## src/rtl/ps_packet_sequencer.sv

```systemverilog
// ps_packet_sequencer: arbitrates trigger/heartbeat requests and streams the 10-byte ROM packet to the encoder.
// Optional PS_SEQ_STATS_EN adds saturating trigger sent/drop counters.
module ps_packet_sequencer #(
    parameter int HEARTBEAT_PERIOD = 1000000,
    parameter int GAP_CYCLES       = 4,
    parameter int PKT_LEN          = 10
) (
    input  logic       clk,
    input  logic       rst,
    input  logic       trigger_req,
    input  logic [7:0] rom_data,
    output logic [3:0] rom_address,
    output logic       rom_is_trigger,
    output logic [7:0] tx_data,
    output logic       tx_k,
    output logic       tx_valid,
    input  logic       tx_ready,
    output logic       busy
`ifdef PS_SEQ_STATS_EN
    ,
    output logic [15:0] trig_sent_cnt,
    output logic [15:0] trig_drop_cnt
`endif
);
    localparam int HW = $clog2(HEARTBEAT_PERIOD);
    localparam int GW = $clog2(GAP_CYCLES + 1);
    typedef enum logic [1:0] {IDLE, SEND, GAP} state_t;
    state_t state;
    logic [HW-1:0] hb_cnt;
    logic [GW-1:0] gap_cnt;
    logic trig_pend, hb_pend;
    logic wrap, accept, last, arb, take_trig, take_hb;
    assign wrap      = hb_cnt == HW'(HEARTBEAT_PERIOD - 1);
    assign accept    = tx_valid & tx_ready;
    assign last      = rom_address == 4'(PKT_LEN - 1);
    assign arb       = state == IDLE || (state == GAP && gap_cnt == GW'(GAP_CYCLES - 1));
    assign take_trig = arb & trig_pend;
    assign take_hb   = arb & ~trig_pend & hb_pend;
    assign tx_data   = rom_data;
    // K flag from the registered address keeps tx_ready off every output path
    assign tx_k      = tx_valid & (rom_address == 4'd0 | last);
    always_ff @(posedge clk or posedge rst) begin
        if (rst) begin
            state          <= IDLE;
            hb_cnt         <= '0;
            gap_cnt        <= '0;
            trig_pend      <= 1'b0;
            hb_pend        <= 1'b0;
            rom_address    <= '0;
            rom_is_trigger <= 1'b0;
            tx_valid       <= 1'b0;
            busy           <= 1'b0;
        end else begin
            hb_cnt    <= wrap ? '0 : hb_cnt + 1'b1;
            trig_pend <= take_trig ? 1'b0 : trig_pend | trigger_req;
            hb_pend   <= wrap | (hb_pend & ~take_hb);
            if (take_trig || take_hb) begin
                state          <= SEND;
                tx_valid       <= 1'b1;
                busy           <= 1'b1;
                rom_is_trigger <= take_trig;
                rom_address    <= '0;
            end else if (state == GAP) begin
                gap_cnt <= gap_cnt + 1'b1;
                if (arb) begin
                    state <= IDLE;
                    busy  <= 1'b0;
                end
            end else if (state == SEND && accept) begin
                if (last) begin
                    state       <= GAP;
                    gap_cnt     <= '0;
                    tx_valid    <= 1'b0;
                    rom_address <= '0;
                end else begin
                    rom_address <= rom_address + 1'b1;
                end
            end
        end
    end
`ifdef PS_SEQ_STATS_EN
    always_ff @(posedge clk or posedge rst) begin
        if (rst) begin
            trig_sent_cnt <= '0;
            trig_drop_cnt <= '0;
        end else begin
            if (state == SEND && accept && last && rom_is_trigger && trig_sent_cnt != 16'hFFFF)
                trig_sent_cnt <= trig_sent_cnt + 1'b1;
            if (trigger_req && trig_pend && trig_drop_cnt != 16'hFFFF)
                trig_drop_cnt <= trig_drop_cnt + 1'b1;
        end
    end
`endif
endmodule

```

## config.mk

```make
export PLATFORM = sky130hd
export DESIGN_NAME = ps_packet_sequencer
export DESIGN_NICKNAME = d
export VERILOG_FILES = /design/src/rtl/ps_packet_sequencer.sv
export SDC_FILE = /design/constraint.sdc
export NUM_CORES = 1
export LEC_CHECK = 0
export CAP_MARGIN = 25
export CORE_MARGIN = 1
export CORE_UTILIZATION = 40
export CTS_CLUSTER_DIAMETER = 30
export DETAILED_ROUTE_END_ITERATION = 16
export MAX_ROUTING_LAYER = met4
export PLACE_DENSITY_LB_ADDON = 0.15
export SETUP_SLACK_MARGIN = 0.4
export SLEW_MARGIN = 40
export SYNTH_ARGS = -nofsm -noshare
export SYNTH_HDL_FRONTEND = slang
export SYNTH_SLANG_ARGS = --single-unit
```

## constraint.sdc

```tcl
create_clock -name clk -period 2 [get_ports clk]
set_input_delay 0.4 -clock clk [delete_from_list [all_inputs] [get_ports clk]]
set_output_delay 0.4 -clock clk [all_outputs]
set_load 0.1 [all_outputs]
```

==> flow_summary.json <==
{
  "drt_pass1_iterations": 4,
  "die_area_um2": 4630,
  "final.min_clock_period_ns": 1.88,
  "slew_headroom": 0.706,
  "netlist_top_cells_count": "dfrtp_1 (34), nor2_1 (18), inv_1 (10), nand2_1 (10), xor2_1 (9)",
  "grt_max_degree": 35,
  "io_pins": 28,
  "path_cells": "inv_4, ha_4, mux2i_4, nor3b_4, buf_12",
  "fin_cells": 256,
  "drc": 0,
  "cts_sinks": 34,
  "avgSynthCellArea_um2": 10.1,
  "min_path_type": "reg2reg",
  "cts_buffers": 5,
  "diodes": 0,
  "path_buf_inv": 2,
  "place.gp.congestion": 0.747,
  "dp_slack_ns": 0.185,
  "ys_types": 38,
  "status": "finished clean",
  "multi_input_area_um2": 952,
  "fin_crit_sh": 0.941,
  "synth_nets": 191,
  "final_nets": 223,
  "nFillCells": 342,
  "grt_usage": 0.182,
  "placed_cells": 227,
  "final_layout_size_suffix_gt1_frac": 0.379,
  "cp_max_fo": 3,
  "clock_path_buffers": 2,
  "port_buffers": 11,
  "first_iter_violations": 28,
  "clkLatencyLatePin_ns": 0.28,
  "core_um2": 4090,
  "synthFlopType": "dfrtp_1",
  "worstPathRequired_ns": 1.60,
  "cp_top_family": "flip-flops",
  "clk_pin_slew_ns": 0.07,
  "initial_core_util": 0.427,
  "place.detailed.hpwl_um": 2370,
  "synth_area_leaders": "dfrtp_1 (49%), xor2_1 (4.5%), ha_1 (4.3%)",
  "grt_pass1_wl_um": 5970,
  "final-hold-violation-count": 0,
  "root_buffer": "clkbuf_8",
  "tritoncts": "done",
  "drv_cap": 0,
  "yosys.area.top_type": "dfrtp_1",
  "ys_ff_latch": 34,
  "grt_pass1_vias": 1364,
  "setup_viol": 0,
  "setup_slack_ns": 0.117,
  "route.final.wire_length_um": 3820,
  "cp-start-kind": "flip-flop",
  "die_x_um": 68.0,
  "overflow": 0,
  "postCtsHoldBufs": 0,
  "p_leak_uw": 0.00101,
  "clock_skew_ns": 0.00303,
  "viasPerCell": 5.41,
  "vias": 1385,
  "antenna_found_initial": 0,
  "ys_seq_area_frac": 0.488,
  "die_h_um": 68.0,
  "ir_drop_mv": 0.519,
  "h-tree-depth": 2,
  "syn_inst": 173,
  "drtAntennaViolNets": 0,
  "cp.arrival_ns": 1.48,
  "rows": 23,
  "regArea_um2": 868,
  "cellPowerDensity_nw_per_um2": 1180,
  "area_delta_synth_final_pct": 34.2,
  "finalMaxSlewViolations": 0,
  "synth_edf_count": 0,
  "yosysWarnings": 0,
  "critPathSlowestCell": "dfrtp_4",
  "async_flop_share": 1.00,
  "synthesis.area_um2": 1740,
  "crit_path_end_kind": "output port",
  "yosysTopAreaCellShare": 0.488,
  "worst_path_largest_cell_delay_ns": 0.49,
  "worst_pin_slew_ns": 0.441,
  "worst-setup-path-type": "reg2out",
  "fmax_mhz": 531,
  "yosysMostFrequentCell": "dfrtp_1",
  "wl_per_cell_um": 14.9,
  "rsz0062_at_grt": "yes",
  "tns_ns": 0
}
kinds of logic after synthesis:
group / after synthesis / share of synthesized area
muxes: 2 / 0.0122
DFF: 34 / 0.488
buffers and inverters: 20 / 0.0610
adders and majority gates: 6 / 0.0430
AOI/OAI and AO/OA: 27 / 0.0997
and+or+nand+nor: 71 / 0.231
xor gates and xnor gates: 13 / 0.0653
cells in the final DEF (no fill, tap or decap), types with 4 or more instances in the layout:
master,netlist,routed
o21ai_0,5,5
nor2_1,18,18
clkbuf_8,0,5
xnor2_1,4,4
nand2_1,10,9
dfrtp_1,34,26
a21oi_1,8,5
dfrtp_2,0,5
nand4_1,5,5
inv_1,10,8
a21o_1,5,5
xor2_1,9,9
nor3_1,5,4
buf_4,8,28
o31ai_1,4,4
timing repair:
action                                  CTS  global route
pin swaps                                 4             6
buffers inserted                         17             4
resized for setup                        19            13
endpoints found under the setup margin   14            13
per-layer routing:
metal / GRT usage / vias up / wire [um]
li1: - / 667 / -
met1: 0.195 / 686 / 1590
met2: 0.326 / 27 / 2050
met3: 0.0400 / 5 / 137
met4: 0.0625 / 0 / 42
met5: - / - / 0
per-stage QoR:
step / hold slack [ns] / instance area (um2) / util / power (uW)
finish: 0.482 / 2340 / 0.573 / 2760
global route: 0.515 / 2340 / 0.573 / 2900
global placement: 0.466 / 1950 / 0.478 / 1990
CTS: 0.490 / 2260 / 0.554 / 2760
detailed placement: 0.474 / 1950 / 0.478 / 2020
floorplan: 0.448 / 1820 / - / 1770
power breakdown:
part           internal, uW  switching (uW)  total, uW  leakage, uW
Clock                   373             243        616    0.0000524
Sequential              791             113        904     0.000420
Combinational           479             761       1240     0.000535
Total                  1640            1120       2760      0.00101
path summary, 6_finish.rpt:
kind | end | startpoint | cells after the start | slack (ns)
max reg2reg | gap_cnt[0] | rom_address[1] | 6 | 0.40
max in group asynchronous | tx_valid | rst | 3 | 1.14
min in group asynchronous | state[1] | rst | 3 | 0.51
min | busy | busy | 1 | 0.48
min reg2reg | busy | busy | 1 | 0.48
max | tx_k | rom_address[1] | 5 | 0.12
area by class of cell:
| class | instances | share of cell area |
|---|---|---|
| inverter | 10 | 0.0171 |
| sequential | 34 | 0.371 |
| clock inverter | 1 | 0.0128 |
| tap | 50 | 0.0267 |
| multi-input combinational | 119 | 0.407 |
| clock buffer | 7 | 0.0326 |
| timing repair buffer | 35 | 0.133 |
flip-flops by register name, indices dropped and copies added (netlist names):
register / cells
trig_pend: 1
gap_cnt: 3
hb_pend: 1
rom_is_trigger: 1
state: 2
rom_address: 4
hb_cnt: 20
tx_valid: 1
busy: 1
Note: power is estimated with default switching activity, not from simulation.
